## config.mk

```make
export PLATFORM = sky130hd
export DESIGN_NAME = pixel_scheduler
export DESIGN_NICKNAME = d
export VERILOG_FILES = /design/src/rtl/pixel_scheduler.sv
export SDC_FILE = /design/constraint.sdc
export NUM_CORES = 1
export LEC_CHECK = 0
export CORE_MARGIN = 2
export CORE_UTILIZATION = 50
export DETAILED_ROUTE_END_ITERATION = 6
export PLACE_DENSITY = 0.72
export SLEW_MARGIN = 20
export SYNTH_ARGS = -nofsm -noshare
export SYNTH_HDL_FRONTEND = slang
export SYNTH_SLANG_ARGS = --single-unit
```

## constraint.sdc

```tcl
create_clock -name clk -period 4.15 [get_ports clk]
set_input_delay 0.83 -clock clk [delete_from_list [all_inputs] [get_ports clk]]
set_output_delay 0.83 -clock clk [all_outputs]
set_load 0.05 [all_outputs]
```

## src/rtl/pixel_scheduler.sv

```systemverilog
// pixel_scheduler
// Walks the frame in raster order, issuing one fixed-point screen coordinate
// pair per cycle into the ray pipeline, and turns the pipeline's in-order
// results into framebuffer writes tagged with their linear pixel address.
// A credit count bounds the rays in flight; done fires only once every
// issued ray has come back.
module pixel_scheduler #(
    parameter int                      WIDTH        = 640,
    parameter int                      HEIGHT       = 480,
    parameter int                      FP_W         = 32,
    parameter int                      FRAC         = 16,
    // Roughly 1/240 in Q(FP_W-FRAC).FRAC; 0x111 for the default FRAC of 16
    parameter logic signed [FP_W-1:0]  STEP         = FP_W'((1 << FRAC) / 240),
    parameter int                      MAX_INFLIGHT = 64,
    parameter int                      ADDR_W       = $clog2(WIDTH * HEIGHT)
) (
    input  logic                   clk,
    input  logic                   rst,
    input  logic                   start,
    input  logic                   stall,
    output logic                   busy,
    output logic                   done,
    output logic                   ray_valid,
    output logic signed [FP_W-1:0] screen_x,
    output logic signed [FP_W-1:0] screen_y,
    input  logic                   res_valid,
    input  logic                   res_hit,
    output logic                   pix_we,
    output logic [ADDR_W-1:0]      pix_addr,
    output logic                   pix_hit
);

    localparam int TOTAL = WIDTH * HEIGHT;
    localparam int XW    = $clog2(WIDTH);
    localparam int YW    = $clog2(HEIGHT);
    localparam int CW    = $clog2(MAX_INFLIGHT + 1);
    // One extra bit so the retired count can reach TOTAL itself
    localparam int RW    = ADDR_W + 1;

    // Row-start coordinates, fixed at elaboration so no multiplier is needed
    localparam logic signed [FP_W-1:0] HALF_W = FP_W'(WIDTH / 2);
    localparam logic signed [FP_W-1:0] HALF_H = FP_W'(HEIGHT / 2);
    localparam logic signed [FP_W-1:0] ROW_X0 = -(HALF_W * STEP);
    localparam logic signed [FP_W-1:0] COL_Y0 = HALF_H * STEP;

    localparam logic [1:0] S_IDLE  = 2'd0;
    localparam logic [1:0] S_ISSUE = 2'd1;
    localparam logic [1:0] S_DRAIN = 2'd2;
    localparam logic [1:0] S_DONE  = 2'd3;

    logic [1:0]             state_q, state_d;
    logic [XW-1:0]          x_cnt_q, x_cnt_d;
    logic [YW-1:0]          y_cnt_q, y_cnt_d;
    logic signed [FP_W-1:0] sx_q, sx_d;
    logic signed [FP_W-1:0] sy_q, sy_d;
    logic [CW-1:0]          inflight_q, inflight_d;
    logic [RW-1:0]          ret_cnt_q, ret_cnt_d;

    logic                   ray_valid_q;
    logic signed [FP_W-1:0] screen_x_q, screen_y_q;
    logic                   pix_we_q, pix_hit_q;
    logic [ADDR_W-1:0]      pix_addr_q;

    logic issue, retire, last_x, last_pix;

    // Decide this cycle's issue and retire from the registered credit count
    always_comb begin
        issue    = (state_q == S_ISSUE) && !stall && (inflight_q < CW'(MAX_INFLIGHT));
        // A result with nothing in flight is a protocol error and is dropped
        retire   = ((state_q == S_ISSUE) || (state_q == S_DRAIN)) && res_valid &&
                   (inflight_q != '0);
        last_x   = (x_cnt_q == XW'(WIDTH - 1));
        last_pix = last_x && (y_cnt_q == YW'(HEIGHT - 1));
    end

    // Next state of the frame FSM, raster walk, coordinates and credits
    always_comb begin
        state_d    = state_q;
        x_cnt_d    = x_cnt_q;
        y_cnt_d    = y_cnt_q;
        sx_d       = sx_q;
        sy_d       = sy_q;
        inflight_d = inflight_q;
        ret_cnt_d  = ret_cnt_q;

        // Simultaneous issue and retire cancel out
        if (issue && !retire) begin
            inflight_d = inflight_q + CW'(1);
        end else if (retire && !issue) begin
            inflight_d = inflight_q - CW'(1);
        end
        if (retire) begin
            ret_cnt_d = ret_cnt_q + RW'(1);
        end

        case (state_q)
            S_IDLE: begin
                if (start) begin
                    x_cnt_d    = '0;
                    y_cnt_d    = '0;
                    sx_d       = ROW_X0;
                    sy_d       = COL_Y0;
                    inflight_d = '0;
                    ret_cnt_d  = '0;
                    state_d    = S_ISSUE;
                end
            end
            S_ISSUE: begin
                if (issue) begin
                    if (last_x) begin
                        x_cnt_d = '0;
                        sx_d    = ROW_X0;
                        y_cnt_d = y_cnt_q + YW'(1);
                        sy_d    = sy_q - STEP;
                    end else begin
                        x_cnt_d = x_cnt_q + XW'(1);
                        sx_d    = sx_q + STEP;
                    end
                    if (last_pix) begin
                        state_d = S_DRAIN;
                    end
                end
            end
            S_DRAIN: begin
                if ((inflight_q == '0) && (ret_cnt_q == RW'(TOTAL))) begin
                    state_d = S_DONE;
                end
            end
            S_DONE: begin
                state_d = S_IDLE;
            end
            default: begin
                state_d = S_IDLE;
            end
        endcase
    end

    // State and registered outputs; reset abandons any frame in progress
    always_ff @(posedge clk) begin
        if (!rst) begin
            state_q     <= S_IDLE;
            x_cnt_q     <= '0;
            y_cnt_q     <= '0;
            sx_q        <= '0;
            sy_q        <= '0;
            inflight_q  <= '0;
            ret_cnt_q   <= '0;
            ray_valid_q <= 1'b0;
            screen_x_q  <= '0;
            screen_y_q  <= '0;
            pix_we_q    <= 1'b0;
            pix_addr_q  <= '0;
            pix_hit_q   <= 1'b0;
        end else begin
            state_q     <= state_d;
            x_cnt_q     <= x_cnt_d;
            y_cnt_q     <= y_cnt_d;
            sx_q        <= sx_d;
            sy_q        <= sy_d;
            inflight_q  <= inflight_d;
            ret_cnt_q   <= ret_cnt_d;
            ray_valid_q <= issue;
            if (issue) begin
                screen_x_q <= sx_q;
                screen_y_q <= sy_q;
            end
            pix_we_q <= retire;
            if (retire) begin
                pix_addr_q <= ret_cnt_q[ADDR_W-1:0];
                pix_hit_q  <= res_hit;
            end
        end
    end

    assign busy      = (state_q == S_ISSUE) || (state_q == S_DRAIN);
    assign done      = (state_q == S_DONE);
    assign ray_valid = ray_valid_q;
    assign screen_x  = screen_x_q;
    assign screen_y  = screen_y_q;
    assign pix_we    = pix_we_q;
    assign pix_addr  = pix_addr_q;
    assign pix_hit   = pix_hit_q;

endmodule

```

==> results.py, run 1 <==
metrics = {
    "run_status": {
        "outcome": "complete, no violations",
    },
    "floorplan": {
        "die_h_um": 134,
        "num_io_pins": 94,
        "core_um2": 16600,
        "row_count": 47,
        "dieArea_um2": 18100,
        "start_util_pct": 51.3,
        "die_x_um": 134,
    },
    "final_layout": {
        "layout-drive-gt1-share_pct": 5.85,
        "nNetsFinal": 1118,
        "fillers": 1506,
        "utilization_pct": 61.3,
        "multi_input_area_um2": 4230,
        "seqCellArea_um2": 3960,
        "areaGrowthSynthToFinish_pct": 19.5,
        "antenna_cells": 0,
    },
    "sta": {
        "max_freq_mhz": 339,
        "fin_ws_ns": 1.20,
        "worst_pin_slew_ns": 1.01,
        "setup_viol": 0,
        "holdWs_ns": 0.452,
        "setup_tns_ns": 0,
        "skew_ns": 0.00946,
        "maxSlewViolCount": 0,
        "hold_violations": 0,
        "rsz0062_at_grt": "no",
        "timing.final.crit_share_pct": 71.1,
        "maxSlewHeadroom_pct": 32.5,
        "period_minus_slack_ns": 2.95,
    },
    "global_route": {
        "antenna_found_initial": 0,
        "grt_pass1_vias": 6821,
        "track_usage_pct": 21.4,
        "grt_max_degree": 60,
        "grt_pass1_wl_mm": 32.0,
        "grt_overflow": 0,
    },
    "logic_synthesis": {
        "synth_area_um2": 8500,
        "synthAdderAreaFrac_pct": 1.91,
        "synth.distinct_cells": 57,
        "synth_warnings": 0,
        "ys_seq_elements": 198,
        "syn_nets": 1056,
        "syn_avg_cell_area_um2": 8.20,
        "yosys-mux-area-fraction_pct": 0.368,
        "synthCells": 1037,
        "synth-simple-area-share_pct": 26.2,
        "synth-compound-area-share_pct": 13.3,
        "synth-edff-count": 0,
        "ys.flop_type": "dfxtp_1",
        "seq_area_frac_synth_pct": 46.6,
        "synth_top_family_by_area": "simple AND/OR/NAND/NOR gates",
        "synth_xor_area_share_pct": 7.83,
        "async_reset_ff_share_pct": 0,
    },
    "drt": {
        "initialDrtViolationCount": 414,
        "drt-pass1-iter-count": 4,
        "num_vias": 7232,
        "drc_errors": 0,
        "routed_wl_mm": 18.8,
        "ant_nets": 0,
        "via_per_inst": 5.43,
        "routedWlPerCell_um": 14.1,
    },
    "clock_tree": {
        "cts_buffer_depth": 2,
        "cts_buffers": 17,
        "cts_root_buf": "clkbuf_16",
        "cts.sinks": 198,
        "cts_tree": "done",
        "cts_setup_buffers": 0,
        "clkTransAtPathRegs_ns": 0.07,
        "cts-htree-levels": 4,
        "cts.hold.buffers_added": 0,
        "clk_latency_ns": 0.43,
        "ctsResizeCount": 0,
    },
    "worst_setup_path": {
        "critical_path.max_fanout": 10,
        "crit_path_start_kind": "primary input",
        "cp.required_ns": 4.51,
        "crit_path_top_delay_cell": "or3_1",
        "arrival_ns": 3.31,
        "crit_family": "simple AND/OR/NAND/NOR gates",
        "critPathKind": "in -> reg",
        "critPathBufInv": 1,
        "crit_chain": "clkdlybuf4s50_1, o21ai_0, nand3_1, or3_1, or4_1, a21oi_1",
        "crit_path_end_kind": "register",
        "critical-path-max-stage-delay_ns": 0.56,
    },
    "power": {
        "p_leak_nw": 3.31,
        "p_per_area_nw_per_um2": 607,
        "peakVddDrop_uv": 369,
        "total_power_w": 0.00617,
    },
    "hold_path": {
        "hold_path_class": "reg -> reg",
    },
    "placement": {
        "portBuffers": 93,
        "dpl_worst_slack_ns": 0.797,
        "dp.final_hpwl_mm": 12.3,
        "place_congestion": 0.810,
    },
    "job": {
        "cap_violations": 0,
    },
}
## sequential cells by signal, indices dropped and copies added, names as in the netlist
| signal | cells |
|---|---|
| screen_x | 32 |
| screen_y | 32 |
| sx_q | 32 |
| sy_q | 32 |
| ret_cnt_q | 20 |
| pix_addr | 19 |
| x_cnt_q | 10 |
| y_cnt_q | 9 |
| inflight_q | 7 |
| state_q | 2 |
| pix_hit | 1 |
| pix_we | 1 |
| ray_valid | 1 |
## worst reg2reg max path: cells and delay by family (launching register included)
kind            cells  cell delay (ns)
compound gates      2             0.88
simple gates        3             1.29
flops               1             0.39
fa+ha+maj           1             0.24
## power by group
| part | switching (W) | internal (W) | leakage [nW] | total [W] |
|---|---|---|---|---|
| registers | 0.000329 | 0.00219 | 1.61 | 0.00252 |
| logic | 0.00129 | 0.000735 | 1.43 | 0.00203 |
| clock network | 0.000721 | 0.000902 | 0.268 | 0.00162 |
| total | 0.00234 | 0.00382 | 3.31 | 0.00617 |
## path summary, 6_finish.rpt
path / slack, ns / endpoint / depth (start not counted) / from
setup reg to reg: 1.28 / sy_q[27] / 6 / x_cnt_q[0]
hold / removal: 0.45 / screen_y[23] / 2 / screen_y[23]
setup / recovery: 1.20 / sy_q[27] / 6 / stall
hold reg to reg: 0.45 / screen_y[23] / 2 / screen_y[23]
## kinds of logic (layout without fill, tap and decap cells)
| family | count (synthesis) | after routing |
|---|---|---|
| xor+xnor | 76 | 76 |
| flops | 198 | 198 |
| buf+inv | 83 | 157 |
| compound gates | 195 | 195 |
| mux | 3 | 3 |
| simple gates | 469 | 469 |
| fa+ha+maj | 13 | 13 |
## cells in the final DEF (no fill, tap or decap), types with 5 or more instances in the layout
cell,n
nor3_1,27
xnor2_1,51
dfxtp_1,198
o31ai_1,7
inv_1,18
buf_4,13
nor2_1,70
ha_1,13
a21oi_1,133
nor3b_1,5
o21ai_0,13
a31oi_1,9
nor4_1,29
nand4_1,14
nand2_1,218
or3_1,16
clkbuf_16,17
and3_1,9
nand3_1,37
or4_1,6
nor4b_1,6
and4_1,5
xor2_1,25
or2_2,7
clkdlybuf4s50_1,93
## layout make-up
class                   count  share of cell area, %
clock buffers              20                   4.40
inverters                  19                  0.714
multi-input cells         756                   41.6
clock inverters            11                   1.24
repair buffers            107                   10.3
flip-flops and latches    198                   39.0
well taps                 220                   2.71
## cell usage after synthesis, types with 16 or more instances
cell / n / area [µm²]
nor4_1: 29 / 181
nand3_1: 37 / 185
xor2_1: 25 / 219
nor3_1: 27 / 135
nand2_1: 218 / 818
dfxtp_1: 198 / 3960
inv_1: 18 / 67.6
xnor2_1: 51 / 447
a21oi_1: 134 / 671
clkbuf_1: 60 / 225
or3_1: 16 / 100
nor2_1: 70 / 263
## metal layers
metal  up-vias  global-route usage, %  routed length [µm]
met4         0                   6.43                 219
met3        18                   5.18                 874
met5         -                      0                   0
met1      3407                   27.4                8880
met2       123                   35.8                8790
li1       3684                      -                   -
## per-stage QoR
stage                     area, µm²  cells
final                         10200   1331
after global placement         9590   1300
after floorplan                8500   1037
after detailed placement       9590   1300
after global routing          10200   1331
after CTS                     10200   1331
No activity file was read; power rests on OpenSTA's default activity.
==> inputs of run 2 (changes only) <==
--- a/config.mk
+++ b/config.mk
@@ -8,7 +8,7 @@
 export CORE_MARGIN = 2
 export CORE_UTILIZATION = 50
 export DETAILED_ROUTE_END_ITERATION = 6
-export PLACE_DENSITY = 0.72
+export PLACE_DENSITY = 0.75
 export SLEW_MARGIN = 20
 export SYNTH_ARGS = -nofsm -noshare
 export SYNTH_HDL_FRONTEND = slang
==> constraint.sdc (replaced) <==
create_clock -name clk -period 2.6 [get_ports clk]
set_input_delay 0.52 -clock clk [delete_from_list [all_inputs] [get_ports clk]]
set_output_delay 0.52 -clock clk [all_outputs]
set_load 0.05 [all_outputs]
==> run 2 against run 1 <==
Net effect:
- combinational power increased by 79%
- via count increased by 2.8%
- utilization is 2.1 points higher
- critical endpoint is now sy_q[31]
- highest routed layer unchanged
==> results.py, run 2 (synthesis gave the netlist of run 1 again) <==
metrics = {
    "run_status": {
        "outcome": "complete, no violations",
    },
    "clock_tree": {
        "clk_latency_ns": 0.44,
        "cts_setup_buffers": 0,
        "cts.hold.buffers_added": 0,
        "ctsResizeCount": 1,
        "cts_root_buf": "clkbuf_16",
        "cts_buffer_depth": 2,
        "cts-htree-levels": 4,
        "cts.sinks": 198,
        "cts_buffers": 17,
        "clkTransAtPathRegs_ns": 0.07,
        "cts_tree": "done",
    },
    "floorplan": {
        "num_io_pins": 94,
        "start_util_pct": 51.3,
        "row_count": 47,
        "die_x_um": 134,
        "dieArea_um2": 18100,
        "core_um2": 16600,
        "die_h_um": 134,
    },
    "worst_setup_path": {
        "ff2ff_path_depth": 6,
        "critical_path.max_fanout": 6,
        "critPathKind": "reg -> reg",
        "arrival_ns": 2.82,
        "reg2reg_slack_ns": 0.16,
        "crit_path_start_kind": "register",
        "crit_path_end_kind": "register",
        "cp.required_ns": 2.97,
    },
    "sta": {
        "setup_viol": 0,
        "timing.final.crit_share_pct": 94.0,
        "maxSlewHeadroom_pct": 59.9,
        "skew_ns": 0.00927,
        "period_minus_slack_ns": 2.44,
        "rsz0062_at_grt": "no",
        "max_freq_mhz": 409,
        "worst_pin_slew_ns": 0.596,
        "maxSlewViolCount": 0,
        "hold_violations": 0,
    },
    "global_route": {
        "antenna_found_initial": 0,
        "track_usage_pct": 22.0,
        "grt_max_degree": 42,
        "grt_overflow": 0,
        "grt_pass1_wl_mm": 32.8,
        "grt_pass1_vias": 7033,
    },
    "drt": {
        "routed_wl_mm": 19.0,
        "routedWlPerCell_um": 13.9,
        "initialDrtViolationCount": 388,
        "drc_errors": 0,
        "drt-pass1-iter-count": 5,
        "ant_nets": 0,
        "via_per_inst": 5.42,
        "num_vias": 7434,
    },
    "final_layout": {
        "antenna_cells": 0,
        "utilization_pct": 63.4,
        "final-instance-count-excl-fill": 1371,
        "nNetsFinal": 1157,
        "final_common_cell": "nand2_1",
        "final_cell_mix": "nand2_1 (218), dfxtp_1 (198), a21oi_1 (133), clkdlybuf4s50_1 (92), nor2_1 (70)",
        "layout-drive-gt1-share_pct": 9.38,
        "areaGrowthSynthToFinish_pct": 23.6,
    },
    "power": {
        "p_per_area_nw_per_um2": 972,
        "p_leak_nw": 3.51,
        "peakVddDrop_uv": 557,
    },
    "placement": {
        "dp.final_hpwl_mm": 13.1,
        "post-place-cells": 1339,
        "portBuffers": 93,
        "place_congestion": 0.853,
    },
    "hold_path": {
        "hold_path_class": "reg -> reg",
        "holdPathStages": 2,
    },
    "job": {
        "cap_violations": 0,
    },
}
[run 2: cell count changes in the layout (fill, tap and decap cells not counted), moves of 2 or more]
cell	delta
buf_4	+35
buf_12	+4
inv_6	+3
clkbuf_1	-2
[run 2: layer usage]
metal | track usage (%) | wire (µm) | vias to the layer above | part of all wire, %
li1 | - | - | 3762 | -
met1 | 27.2 | 8700 | 3519 | 46
met2 | 37.0 | 9090 | 127 | 48
met3 | 5.44 | 925 | 26 | 4.9
met4 | 8.77 | 326 | 0 | 1.7
met5 | 0 | 0 | - | 0
[run 2: cell type report]
type | instances | area (µm²)
fillers | 1439 | 6080
multi-input cells | 756 | 4230
flip-flops and latches | 198 | 3960
repair buffers | 146 | 1390
clock buffers | 19 | 453
well taps | 220 | 275
clock inverters | 13 | 121
inverters | 19 | 72.6
[run 2: path summary, 6_finish.rpt]
| path | start | to |
|---|---|---|
| hold reg to reg | pix_addr[1] | pix_addr[1] |
| setup / recovery | x_cnt_q[1] | sy_q[31] |
| hold / removal | pix_addr[1] | pix_addr[1] |
| setup reg to reg | x_cnt_q[1] | sy_q[31] |
[run 2: through the flow]
step / cell area, µm² / hold WS, ns / total power (W) / TNS, ns / worst slack [ns]
after floorplan: 8500 / 0.432 / 0.00647 / 0 / 0.227
after global placement: 9930 / 0.441 / 0.00763 / -0.0735 / -0.0598
final: 10500 / 0.452 / 0.0102 / 0 / 0.156
after detailed placement: 9930 / 0.446 / 0.00769 / -0.224 / -0.103
after global routing: 10500 / 0.470 / 0.0109 / 0 / 0.0677
after CTS: 10500 / 0.455 / 0.0103 / 0 / 0.156
[run 2: critical path, stage by stage, from the launching register on]
cell and delay (ns):
dfxtp_1 0.37, ha_1 0.23, nand3_4 0.09, o41a_1 0.51, or4b_4 0.55, or4_1 0.48
a21oi_1 0.14
[run 2: power by group]
group          leakage (nW)  total [W]  internal (W)  switching [W]
sequential             1.61    0.00401       0.00349       0.000525
clock                 0.269    0.00256       0.00138        0.00118
combinational          1.64    0.00363       0.00149        0.00214
total                  3.51     0.0102       0.00636        0.00385
